File: src/rtl/mem_arbiter.sv
// mem_arbiter: shares one byte-wide RAM/IO bus between the instruction fetcher
// and the load/store buffer. Each request becomes one bus cycle per byte.
// Read bytes are assembled little-endian; store bytes are scattered the same way.
module mem_arbiter #(
  parameter int unsigned FETCH_BYTES = 4,
  parameter bit          LS_PRIORITY = 1'b1
) (
  input  logic        clk,
  input  logic        rst,
  input  logic        rdy,
  input  logic        has_misbranch,
  input  logic        io_buffer_full,
  input  logic [7:0]  mem_din,
  output logic [7:0]  mem_dout,
  output logic [31:0] mem_a,
  output logic        mem_wr,
  input  logic        if_req,
  input  logic [31:0] if_addr,
  output logic        if_done,
  output logic [31:0] if_data,
  input  logic        ls_req,
  input  logic        ls_we,
  input  logic [31:0] ls_addr,
  input  logic [2:0]  ls_size,
  input  logic [31:0] ls_wdata,
  output logic        ls_done,
  output logic [31:0] ls_rdata
);

  localparam int unsigned CNT_W  = 3;
  localparam int unsigned ADDR_W = 32;
  localparam int unsigned DATA_W = 32;
  localparam int unsigned NBYTES = 4;

  typedef enum logic [1:0] {
    ST_IDLE  = 2'd0,
    ST_READ  = 2'd1,
    ST_WRITE = 2'd2
  } state_e;

  state_e              state_q,    state_d;
  logic [CNT_W-1:0]    cnt_q,      cnt_d;
  logic [CNT_W-1:0]    n_q,        n_d;
  logic [ADDR_W-1:0]   addr_q,     addr_d;
  logic [DATA_W-1:0]   wdata_q,    wdata_d;
  logic                owner_ls_q, owner_ls_d;
  logic [DATA_W-1:0]   rdata_q,    rdata_d;
  logic [ADDR_W-1:0]   mem_a_q,    mem_a_d;
  logic [7:0]          mem_dout_q, mem_dout_d;
  logic                mem_wr_q,   mem_wr_d;
  logic                if_done_q,  if_done_d;
  logic [DATA_W-1:0]   if_data_q,  if_data_d;
  logic                ls_done_q,  ls_done_d;
  logic [DATA_W-1:0]   ls_rdata_q, ls_rdata_d;

  logic                io_stall_c;
  logic                grant_ok_c;
  logic                pick_ls_c;
  logic                pick_if_c;
  logic [CNT_W-1:0]    ls_n_c;
  logic [CNT_W-1:0]    cnt_nxt_c;

  // A write to the UART window stalls while its tx buffer is full
  assign io_stall_c = (mem_a_q[17:16] == 2'b11) && io_buffer_full;

  assign mem_a    = mem_a_q;
  assign mem_dout = mem_dout_q;
  assign mem_wr   = mem_wr_q & rdy & ~io_stall_c;
  assign if_done  = if_done_q;
  assign if_data  = if_data_q;
  assign ls_done  = ls_done_q;
  assign ls_rdata = ls_rdata_q;

  // Arbitration: no grant while a done pulse is out or a flush is in progress
  always_comb begin
    grant_ok_c = !if_done_q && !ls_done_q && !has_misbranch;
    pick_ls_c  = ls_req && (LS_PRIORITY || !if_req);
    pick_if_c  = if_req && !pick_ls_c;
    case (ls_size)
      3'd1:    ls_n_c = CNT_W'(1);
      3'd2:    ls_n_c = CNT_W'(2);
      default: ls_n_c = CNT_W'(4);
    endcase
  end

  // Next-state and registered-output logic
  always_comb begin
    state_d    = state_q;
    cnt_d      = cnt_q;
    n_d        = n_q;
    addr_d     = addr_q;
    wdata_d    = wdata_q;
    owner_ls_d = owner_ls_q;
    rdata_d    = rdata_q;
    mem_a_d    = mem_a_q;
    mem_dout_d = mem_dout_q;
    mem_wr_d   = mem_wr_q;
    if_done_d  = if_done_q;
    if_data_d  = if_data_q;
    ls_done_d  = ls_done_q;
    ls_rdata_d = ls_rdata_q;
    cnt_nxt_c  = cnt_q + CNT_W'(1);

    case (state_q)
      ST_IDLE: begin
        mem_wr_d  = 1'b0;
        if_done_d = 1'b0;
        ls_done_d = 1'b0;
        cnt_d     = '0;
        if (grant_ok_c && pick_ls_c) begin
          owner_ls_d = 1'b1;
          addr_d     = ls_addr;
          n_d        = ls_n_c;
          wdata_d    = ls_wdata;
          rdata_d    = '0;
          mem_a_d    = ls_addr;
          if (ls_we) begin
            state_d    = ST_WRITE;
            mem_dout_d = ls_wdata[7:0];
            mem_wr_d   = 1'b1;
          end else begin
            state_d = ST_READ;
          end
        end else if (grant_ok_c && pick_if_c) begin
          owner_ls_d = 1'b0;
          addr_d     = if_addr;
          n_d        = CNT_W'(FETCH_BYTES);
          rdata_d    = '0;
          mem_a_d    = if_addr;
          state_d    = ST_READ;
        end
      end

      ST_READ: begin
        if (has_misbranch) begin
          state_d = ST_IDLE;
          mem_a_d = '0;
          cnt_d   = '0;
        end else begin
          // Byte driven at count k-1 arrives on mem_din at count k
          for (int b = 0; b < int'(NBYTES); b++) begin
            if (CNT_W'(b + 1) == cnt_q) rdata_d[8*b +: 8] = mem_din;
          end
          if (cnt_q == n_q) begin
            state_d = ST_IDLE;
            mem_a_d = '0;
            cnt_d   = '0;
            if (owner_ls_q) begin
              ls_done_d  = 1'b1;
              ls_rdata_d = rdata_d;
            end else begin
              if_done_d = 1'b1;
              if_data_d = rdata_d;
            end
          end else begin
            cnt_d   = cnt_nxt_c;
            mem_a_d = (cnt_nxt_c < n_q) ? addr_q + ADDR_W'(cnt_nxt_c) : '0;
          end
        end
      end

      ST_WRITE: begin
        // Stores are committed, so a flush does not abort them
        if (!io_stall_c) begin
          if (cnt_nxt_c == n_q) begin
            state_d    = ST_IDLE;
            mem_wr_d   = 1'b0;
            mem_a_d    = '0;
            mem_dout_d = '0;
            ls_done_d  = 1'b1;
            cnt_d      = '0;
          end else begin
            cnt_d   = cnt_nxt_c;
            mem_a_d = addr_q + ADDR_W'(cnt_nxt_c);
            for (int b = 0; b < int'(NBYTES); b++) begin
              if (CNT_W'(b) == cnt_nxt_c) mem_dout_d = wdata_q[8*b +: 8];
            end
          end
        end
      end

      default: begin
        state_d  = ST_IDLE;
        mem_wr_d = 1'b0;
        mem_a_d  = '0;
      end
    endcase
  end

  // State and output registers; rdy low freezes everything
  always_ff @(posedge clk) begin
    if (rst) begin
      state_q    <= ST_IDLE;
      cnt_q      <= '0;
      n_q        <= '0;
      addr_q     <= '0;
      wdata_q    <= '0;
      owner_ls_q <= 1'b0;
      rdata_q    <= '0;
      mem_a_q    <= '0;
      mem_dout_q <= '0;
      mem_wr_q   <= 1'b0;
      if_done_q  <= 1'b0;
      if_data_q  <= '0;
      ls_done_q  <= 1'b0;
      ls_rdata_q <= '0;
    end else if (rdy) begin
      state_q    <= state_d;
      cnt_q      <= cnt_d;
      n_q        <= n_d;
      addr_q     <= addr_d;
      wdata_q    <= wdata_d;
      owner_ls_q <= owner_ls_d;
      rdata_q    <= rdata_d;
      mem_a_q    <= mem_a_d;
      mem_dout_q <= mem_dout_d;
      mem_wr_q   <= mem_wr_d;
      if_done_q  <= if_done_d;
      if_data_q  <= if_data_d;
      ls_done_q  <= ls_done_d;
      ls_rdata_q <= ls_rdata_d;
    end
  end

endmodule

File: config.mk
export PLATFORM = sky130hd
export DESIGN_NAME = mem_arbiter
export DESIGN_NICKNAME = d
export VERILOG_FILES = /design/src/rtl/mem_arbiter.sv
export SDC_FILE = /design/constraint.sdc
export NUM_CORES = 1
export LEC_CHECK = 0
export BUFFER_PORTS_ARGS = -buffer_cell sky130_fd_sc_hd__buf_2
export CELL_PAD_IN_SITES_DETAIL_PLACEMENT = 1
export CELL_PAD_IN_SITES_GLOBAL_PLACEMENT = 2
export CORE_MARGIN = 2
export CORE_UTILIZATION = 35
export DETAILED_ROUTE_END_ITERATION = 10
export GPL_TIMING_DRIVEN = 0
export PLACE_DENSITY = 0.9
export SYNTH_ARGS = -nofsm -noshare
export SYNTH_HDL_FRONTEND = slang
export SYNTH_SLANG_ARGS = --single-unit
File: constraint.sdc
create_clock -name clk -period 6.64 [get_ports clk]
set_input_delay 1.328 -clock clk [delete_from_list [all_inputs] [get_ports clk]]
set_output_delay 1.328 -clock clk [all_outputs]
set_load 0.03 [all_outputs]
==> impl_metrics.toml <==
[global_route]
grt_max_degree = 14
grt-ovfl-total = 0
first_global_vias = 9594
antenna_found_initial = 3
grt_pass1_wl_mm = 53.35
track_usage = 0.2304

[detailed_routing]
num_vias = 9686
wirelength_mm = 34.94
drc = 0
wl_per_cell_um = 19.74
drt_iter0_markers = 598
via_per_inst = 5.472
dr.pass1.iters = 6
ant_nets = 0

[setup_path]
required_ns = 7.08
crit_chain = "ha_1, ha_1, clkbuf_1, inv_1, ha_1, nand3_1, a21oi_1, nand2_1, o2111a_1, nor4b_2"
crit_end = "mem_a[31]$_SDFFE_PP0P_"
endpoint_kind = "flop"
cp_num_buf_inv = 2
cp_num_cells = 10
criticalPathCategory = "reg -> reg"
cp_common_cell = "ha_1"
r2r_cells = 10
arrival_ns = 4.12
cp_slowest_cell = "a21oi_1"
reg2reg_slack_ns = 2.96
r2r-start = "cnt_q[0]$_SDFFE_PP0P_"
r2r-end = "mem_a[31]$_SDFFE_PP0P_"
critPathTopFamily = "compound AO/OA/AOI/OAI gates"
cp-startpoint = "cnt_q[0]$_SDFFE_PP0P_"
cpPeakStageDelay_ns = 0.77
crit_path_max_fanout = 10
critPathLaunchType = "flop"

[clocking]
hold_buffers = 0
clkTransAtPathRegs_ns = 0.06
cts_setup_buffers = 0
worstSkewPairLatency_ns = 0.53
cts_root_buffer = "clkbuf_16"
numClockSinks = 212
clock_tree.buffer_depth = 3
cts_buffers = 24
tritoncts = "yes"
h-tree-depth = 1
ctsResizeCount = 0

[yosys]
synth-main-ff-cell = "dfxtp_1"
netlist_top_cells_area = "dfxtp_1 (43%), a211oi_1 (6.8%), nor2_1 (6.1%)"
synth_edf_count = 0
synth_area_um2 = 9867
synth_simple_gate_area_share = 0.1877
async_flop_share = 0
netlist.top_cell.by_area = "dfxtp_1"
synth_top_area_share = 0.4301
ys_ff_latch = 212
yosysMostFrequentCell = "dfxtp_1"
synth_top_family_by_area = "compound AO/OA/AOI/OAI gates"
synth_compound_area_frac = 0.2227
synth-adder-area-share = 0.02232
netlist_top_cells_count = "dfxtp_1 (212), nor2_1 (161), nand2_1 (120)"
muxShareOfSynthArea = 0.07012
synth_xor_area_frac = 0.01763
yosys.cell_types.count = 67
synth_area_per_cell_um2 = 8.716
synth_nets = 1264
syn_inst = 1132
yosysWarnings = 0
synth_seq_area_share = 0.4301

[timing]
fmax_mhz = 271.4
min_period_over_period = 0.5549
maxSlewViolCount = 0
tns_ns = 0
tightest_slew_ns = 0.9794
max_slew_margin = 0.3420
worst_slack_ns = 2.955
clock_skew_ns = 0.01065
whs_ns = 0.4516
rsz0062_at_grt = "false"
final-hold-violation-count = 0
finalCriticalPeriod_ns = 3.685
finalSetupViolCount = 0

[finish]
final_layout_size_suffix_gt1_frac = 0.2210
ff_latch_area_um2 = 4244
nFillCells = 3418
final_util = 0.4399
multi_input_area_um2 = 5135
fin_nets = 1503
area_growth_pct = 23.86

[floorplan]
die_w_um = 171.9
die-height_um = 171.9
die_area_um2 = 29550
row_count = 61
io_pins = 222
core_um2 = 27780
initial_core_util = 0.3552

[place]
gp_congestion = 0.9083
port-buffer-count = 213
hpwl_mm = 26.14
pre_cts_slack_ns = 2.961

[run]
maxCapViolations = 0

[power_and_ir_drop]
power_leakage_nw = 4.696
powerDensity_nw_per_um2 = 259.2
peakVddDrop_mv = 0.1538

[worst_hold_path]
worstHoldPathType = "reg -> reg"

[run_status]
outcome = "completed"
[per-stage QoR]
step | cell area, um2 | power [W] | instances
finish | 12220 | 0.003168 | 1770
global route | 12220 | 0.003281 | 1770
CTS | 12210 | 0.003180 | 1767
detailed placement | 11410 | 0.001829 | 1723
global placement | 11410 | 0.001818 | 1723
floorplan | 9867 | 0.001661 | 1132
[per-layer routing]
metal,routed length (um),GRT usage
met5,0,0
met3,1777,0.02976
met2,15960,0.3744
met1,16400,0.3231
met4,803,0.05919
[final cells by class]
class,instances,area share
clock inverter,11,0.01014
tap,378,0.03870
buffer,95,0.03563
antenna,3,0.0006143
timing repair buffer,213,0.08722
clock buffer,33,0.05600
multi-input combinational,811,0.4201
inverter,14,0.004300
sequential,212,0.3473
[worst min path at each step]
stage	from	end	slack (ns)	cells after the start
4_1_cts	wdata_q[11]$_SDFFE_PP0P_	wdata_q[11]$_SDFFE_PP0P_	0.46	2
2_1_floorplan	wdata_q[10]$_SDFFE_PP0P_	wdata_q[10]$_SDFFE_PP0P_	0.44	2
3_5_place_dp	mem_a[15]$_SDFFE_PP0P_	mem_a[15]$_SDFFE_PP0P_	0.44	2
3_3_place_gp	mem_a[7]$_SDFFE_PP0P_	mem_a[7]$_SDFFE_PP0P_	0.44	2
5_1_grt	wdata_q[11]$_SDFFE_PP0P_	wdata_q[11]$_SDFFE_PP0P_	0.47	2
6_report	mem_a[8]$_SDFFE_PP0P_	mem_a[8]$_SDFFE_PP0P_	0.45	2
[power by group]
part / leakage (nW) / internal (W) / switching, W
sequential: 1.72 / 0.00132 / 0.0000459
clock: 0.392 / 0.000801 / 0.000562
combinational: 2.59 / 0.000143 / 0.000292
total: 4.70 / 0.00227 / 0.000900
[cells by family after synthesis]
group | Yosys count
AND/OR/NAND/NOR | 399
AO/OA/AOI/OAI | 308
flip-flops | 212
buffers and inverters | 109
multiplexers | 68
XOR/XNOR | 19
adder cells (fa/ha/maj) | 17
[cell usage in the layout (no fill, tap or decap), drive strengths merged, types with 14 or more instances in the layout]
cell type  Yosys  layout
a211oi        90      90
a21oi         72      72
a22oi         19      19
a32oi         31      31
buf           42     255
clkbuf        53      86
dfxtp        212     212
ha            16      16
inv           14      14
mux2i         59      59
nand2        120     120
nand2b        15      15
nand3         21      21
nor2         161     161
nor3          14      14
o21ai         19      19
[sequential cells by signal, indices dropped and copies added (netlist names), 2 cells and up]
signal,flops
cnt_q,3
state_q,2
addr_q,32
rdata_q,32
mem_dout,8
n_q,3
mem_a,32
ls_rdata,32
wdata_q,32
if_data,32
[tightest hold or removal path: stages (launching register included)]
cell and delay (ns):
dfxtp_1 0.32, nand2_1 0.04, o21ai_0 0.05
(Power assumes the default switching activity.)
